[config.mk]
export PLATFORM = sky130hd
export DESIGN_NAME = mm_copy_master
export DESIGN_NICKNAME = d
export VERILOG_FILES = /design/src/rtl/mm_copy_master_pkg.sv /design/src/rtl/mm_copy_master.sv
export SDC_FILE = /design/constraint.sdc
export NUM_CORES = 1
export LEC_CHECK = 0
export ABC_AREA = 1
export BUFFER_PORTS_ARGS = -buffer_cell sky130_fd_sc_hd__buf_4
export CAP_MARGIN = 10
export CORE_ASPECT_RATIO = 1.5
export CORE_UTILIZATION = 40
export DETAILED_ROUTE_END_ITERATION = 6
export PLACE_DENSITY = 0.76
export SKIP_CTS_REPAIR_TIMING = 1
export SYNTH_ARGS = -nofsm -noshare
export SYNTH_HDL_FRONTEND = slang
export SYNTH_SLANG_ARGS = --single-unit
[constraint.sdc]
create_clock -name clk -period 1.65 [get_ports clk]
set_input_delay 0.2475 -clock clk [delete_from_list [all_inputs] [get_ports clk]]
set_output_delay 0.2475 -clock clk [all_outputs]
set_load 0.05 [all_outputs]
[src/rtl/mm_copy_master_pkg.sv]
/*----------------------------------------------------------------------------
 * Module   : mm_copy_master_pkg
 * Function : Shared state encoding and bus constants for mm_copy_master.
 * Revision : 1.0  initial release
 *--------------------------------------------------------------------------*/
`default_nettype none

package mm_copy_master_pkg;

  typedef enum logic [2:0] {
    IDLE    = 3'd0,
    RD_REQ  = 3'd1,
    RD_WAIT = 3'd2,
    WR_REQ  = 3'd3,
    FINISH  = 3'd4
  } state_t;

  localparam logic [3:0] BE_ALL     = 4'hF;
  localparam int         WORD_BYTES = 4;

endpackage

`default_nettype wire

[src/rtl/mm_copy_master.sv]
/*----------------------------------------------------------------------------
 * Module   : mm_copy_master
 * Function : Avalon-MM initiator copying a block of 32-bit words src -> dst,
 *            one outstanding transaction, ascending word order.
 * Revision : 1.0  initial release
 *--------------------------------------------------------------------------*/
`default_nettype none

module mm_copy_master
  import mm_copy_master_pkg::*;
#(
  parameter int ADDR_W = 14,
  parameter int LEN_W  = 12
) (
  input  logic              clk,
  input  logic              reset,
  input  logic              start,
  input  logic [ADDR_W-1:0] src_addr,
  input  logic [ADDR_W-1:0] dst_addr,
  input  logic [LEN_W-1:0]  len_words,
  output logic              busy,
  output logic              done,
  output logic [LEN_W-1:0]  words_done,
  output logic [ADDR_W-1:0] avm_address,
  output logic              avm_read,
  output logic              avm_write,
  output logic [31:0]       avm_writedata,
  output logic [3:0]        avm_byteenable,
  input  logic              avm_waitrequest,
  input  logic [31:0]       avm_readdata,
  input  logic              avm_readdatavalid
);

  localparam logic [ADDR_W-1:0] C_ALIGN_MASK = ~ADDR_W'(WORD_BYTES - 1);
  localparam logic [ADDR_W-1:0] C_STEP       = ADDR_W'(WORD_BYTES);

  state_t            r_state;
  state_t            w_next;
  logic [ADDR_W-1:0] r_src;
  logic [ADDR_W-1:0] r_dst;
  logic [LEN_W-1:0]  r_len;
  logic [LEN_W-1:0]  r_words_done;
  logic [31:0]       r_data;

  logic w_start_acc;
  logic w_wr_acc;
  logic w_capture;
  logic w_last;

  assign w_start_acc = (r_state == IDLE) && start;
  assign w_wr_acc    = (r_state == WR_REQ) && !avm_waitrequest;
  assign w_capture   = (r_state == RD_WAIT) && avm_readdatavalid;
  assign w_last      = (r_words_done + LEN_W'(1)) == r_len;

  always_ff @(posedge clk) begin
    if (reset) begin
      r_state <= IDLE;
    end else begin
      r_state <= w_next;
    end
  end

  always_comb begin
    w_next = r_state;
    unique case (r_state)
      IDLE: begin
        if (start) begin
          w_next = (len_words == '0) ? FINISH : RD_REQ;
        end
      end
      RD_REQ: begin
        if (!avm_waitrequest) begin
          w_next = RD_WAIT;
        end
      end
      RD_WAIT: begin
        if (avm_readdatavalid) begin
          w_next = WR_REQ;
        end
      end
      WR_REQ: begin
        if (!avm_waitrequest) begin
          w_next = w_last ? FINISH : RD_REQ;
        end
      end
      FINISH:  w_next = IDLE;
      default: w_next = IDLE;
    endcase
  end

  // Bus outputs are decoded from state so every field reads zero when idle.
  always_comb begin
    busy           = 1'b0;
    done           = 1'b0;
    avm_read       = 1'b0;
    avm_write      = 1'b0;
    avm_address    = '0;
    avm_writedata  = '0;
    avm_byteenable = '0;
    unique case (r_state)
      RD_REQ: begin
        busy           = 1'b1;
        avm_read       = 1'b1;
        avm_address    = r_src;
        avm_byteenable = BE_ALL;
      end
      RD_WAIT: busy = 1'b1;
      WR_REQ: begin
        busy           = 1'b1;
        avm_write      = 1'b1;
        avm_address    = r_dst;
        avm_writedata  = r_data;
        avm_byteenable = BE_ALL;
      end
      FINISH:  done = 1'b1;
      default: busy = 1'b0;
    endcase
  end

  always_ff @(posedge clk) begin
    if (reset) begin
      r_src        <= '0;
      r_dst        <= '0;
      r_len        <= '0;
      r_words_done <= '0;
      r_data       <= '0;
    end else begin
      if (w_start_acc) begin
        r_src        <= src_addr & C_ALIGN_MASK;
        r_dst        <= dst_addr & C_ALIGN_MASK;
        r_len        <= len_words;
        r_words_done <= '0;
      end
      if (w_capture) begin
        r_data <= avm_readdata;
      end
      // Pointers wrap modulo 2^ADDR_W by natural overflow.
      if (w_wr_acc) begin
        r_src        <= r_src + C_STEP;
        r_dst        <= r_dst + C_STEP;
        r_words_done <= r_words_done + LEN_W'(1);
      end
    end
  end

  assign words_done = r_words_done;

endmodule

`default_nettype wire

==> impl_metrics.env <==
export IMPL_yosysUniqueCellTypes=37
export IMPL_synthesis_area_um2=4441
export IMPL_clock_fmax_mhz=548.0
export IMPL_rsz0062_at_grt="true"
export IMPL_slew_viol_final=0
export IMPL_yosys_area_top_type="dfxtp_1"
export IMPL_cts_root_buf="clkbuf_16"
export IMPL_rows=46
export IMPL_clock_sinks=83
export IMPL_crit_type="reg -> out"
export IMPL_fin_util_pct=68.07
export IMPL_drtAntennaViolNets=0
export IMPL_clk_latency_ns=0.34
export IMPL_wl_um=15190
export IMPL_gr_usage_met3_pct=3.455
export IMPL_dieArea_um2=11540
export IMPL_cts_tree="yes"
export IMPL_grt_start_max_net_pins=65
export IMPL_drc=0
export IMPL_synthAdderAreaFrac_pct=0.8453
export IMPL_viasPerCell=5.302
export IMPL_grt_met1_usage_pct=24.83
export IMPL_synth_edf_count=0
export IMPL_grt_usage_pct=23.39
export IMPL_arrival_ns=1.58
export IMPL_n_antenna_cell=0
export IMPL_wl_per_cell_um=15.43
export IMPL_fin_ws_ns=-0.1747
export IMPL_power_density_nw_per_um2=1247
export IMPL_clk_pin_slew_worst_paths_ns=0.06
export IMPL_drt_iter0_drc=304
export IMPL_die_x_um=88.03
export IMPL_synthMuxAreaShare_pct=0
export IMPL_synth_simple_area_share_pct=24.85
export IMPL_synth_seq_cells=83
export IMPL_min_period_ns=1.825
export IMPL_grt_pass1_wl_um=21050
export IMPL_grt_busiest_layer="met2"
export IMPL_dp_cells=957
export IMPL_dp_final_hpwl_um=10160
export IMPL_finalHoldViolCount=0
export IMPL_cts_buffers=9
export IMPL_critical_path_max_stage_delay_ns=0.42
export IMPL_finalSetupViolations=46
export IMPL_synth_compound_area_share_pct=22.34
export IMPL_synth_flop_cell="dfxtp_1"
export IMPL_hold_path_class="in -> reg"
export IMPL_die_y_um=131.0
export IMPL_ioPinCount=143
export IMPL_cpMaxStageDelayCell="dfxtp_1"
export IMPL_fin_setup_tns_ns=-5.726
export IMPL_synth_warnings=0
export IMPL_synth_cells=665
export IMPL_core_area_um2=10710
export IMPL_cts_htree_levels=3
export IMPL_synth_area_leaders="dfxtp_1 (37%), nand2_1 (9.1%), a21oi_1 (8.8%)"
export IMPL_required_ns=1.40
export IMPL_vias=5217
export IMPL_leakagePower_uw=0.002886
export IMPL_grt_util_met2_pct=44.14
export IMPL_overflow=0
export IMPL_start_kind="register"
export IMPL_async_flop_share_pct=0
export IMPL_whs_ns=0.1644
export IMPL_nNetsFinal=915
export IMPL_first_pass_iters=6
export IMPL_grt_pass1_vias=4723
export IMPL_fin_crit_sh_pct=110.6
export IMPL_critPathCaptureType="primary output"
export IMPL_syn_to_final_growth_pct=64.10
export IMPL_maxCapViolCount=0
export IMPL_numPortBuffers=136
export IMPL_crit_fanout=10
export IMPL_path_cells="inv_2, nor2_8, inv_8, buf_12, o22ai_4, buf_6"
export IMPL_grt_antenna_before_repair=0
export IMPL_synth_top_family_by_area="simple AND/OR/NAND/NOR gates"
export IMPL_syn_area_per_cell_um2=6.677
export IMPL_fin_skew_ns=0.009294
export IMPL_synth_xor_area_share_pct=1.775
export IMPL_outcome="finished with violations"
export IMPL_synth_top_area_share_pct=37.42
export IMPL_start_util_pct=41.48
export IMPL_drive_above_1_share_pct=38.93
export IMPL_gp_congestion=0.8551
export IMPL_violations="negative setup slack"
export IMPL_clk_path_buf_depth=2
export IMPL_fin_cells=984
export IMPL_synth_seq_area_share_pct=37.42
export IMPL_worst_ir_drop_vdd_mv=0.9575
stage by stage:
step	power, uW	area, um^2	setup WS, ns
global placement	6048	6367	-0.03909
CTS	8611	6736	-0.3757
global route	9542	7287	-0.2475
finish	9084	7287	-0.1747
detailed placement	6168	6367	-0.1056
floorplan	5316	5077	-0.4359
worst paths after layout:
check / start / endpoint / cells past startpoint / slack [ns]
min: dst_addr[2] / r_dst[2]$_SDFFE_PP0P_ / 3 / 0.16
min reg2reg: r_len[1]$_SDFFE_PP0P_ / r_len[1]$_SDFFE_PP0P_ / 2 / 0.47
max reg2reg: words_done[0]$_SDFFE_PP0P_ / r_state[0]$_SDFFE_PP0P_ / 14 / -0.09
max: r_state[1]$_SDFFE_PP0P_ / avm_address[6] / 6 / -0.17
Yosys cell counts (2+ instances only):
cell type	instances
a211oi_1	9
a21oi_1	78
a221oi_1	4
buf_2	7
buf_4	7
buf_6	2
clkbuf_1	21
dfxtp_1	83
ha_1	3
inv_1	90
inv_2	5
inv_4	2
nand2_1	108
nand3_1	40
nand3b_1	2
nand4_1	6
nor2_1	72
nor2_2	3
nor2_8	2
nor3_1	8
nor4_1	5
o211ai_1	4
o21ai_0	71
o21ai_1	2
o221ai_1	2
o22ai_1	10
xor2_1	9
flip-flops by register name, indices dropped and copies added, names as in the netlist:
| register | flops |
|---|---|
| r_data | 32 |
| r_len | 12 |
| r_dst | 12 |
| r_state | 3 |
| words_done | 12 |
| r_src | 12 |
layer usage:
metal | wire length, um | part of all wire [%]
met3 | 722 | 4.8
met1 | 5624 | 37
met2 | 8333 | 55
met4 | 507 | 3.3
met5 | 0 | 0
cell families after synthesis:
logic type,after synthesis
simple gates,251
compound gates,183
fa+ha+maj,3
xor+xnor,9
other cells,1
buf+inv,135
flops,83
area by class of cell:
type / instances / area, um^2
clock buffers: 11 / 264.0
clock inverters: 5 / 105.1
fillers: 849 / 3418
inverters: 97 / 399.1
multi-input cells: 448 / 2811
flip-flops and latches: 83 / 1697
well taps: 144 / 180.2
repair buffers: 195 / 1819
repair inverters: 1 / 11.26
where the power goes:
group / internal [uW] / switching, uW / total, uW
Combinational: 1440 / 2570 / 4010
Clock: 1620 / 816 / 2430
Sequential: 2410 / 237 / 2650
cell usage in the layout, fill, tap and decap left out, drive strengths merged, types with 3 or more instances in the layout:
cell type and count:
o211ai 4, bufinv 3, a221oi 4, nor4 5, nand2 110, nor3 9, buf 194, inv 99
ha 3, xor2 9, o21ai 73, clkbuf 12, a21oi 78, dfxtp 83, o22ai 10, nor2 78
a211oi 9, nand4 6, nand3 40
worst max-delay path, delay by kind of cell, from the launching register on:
kind            cells  cell delay, ns
buf+inv             4            0.53
flops               1            0.42
simple gates        1            0.15
compound gates      1            0.14
No activity file was read; power rests on OpenSTA's default activity.
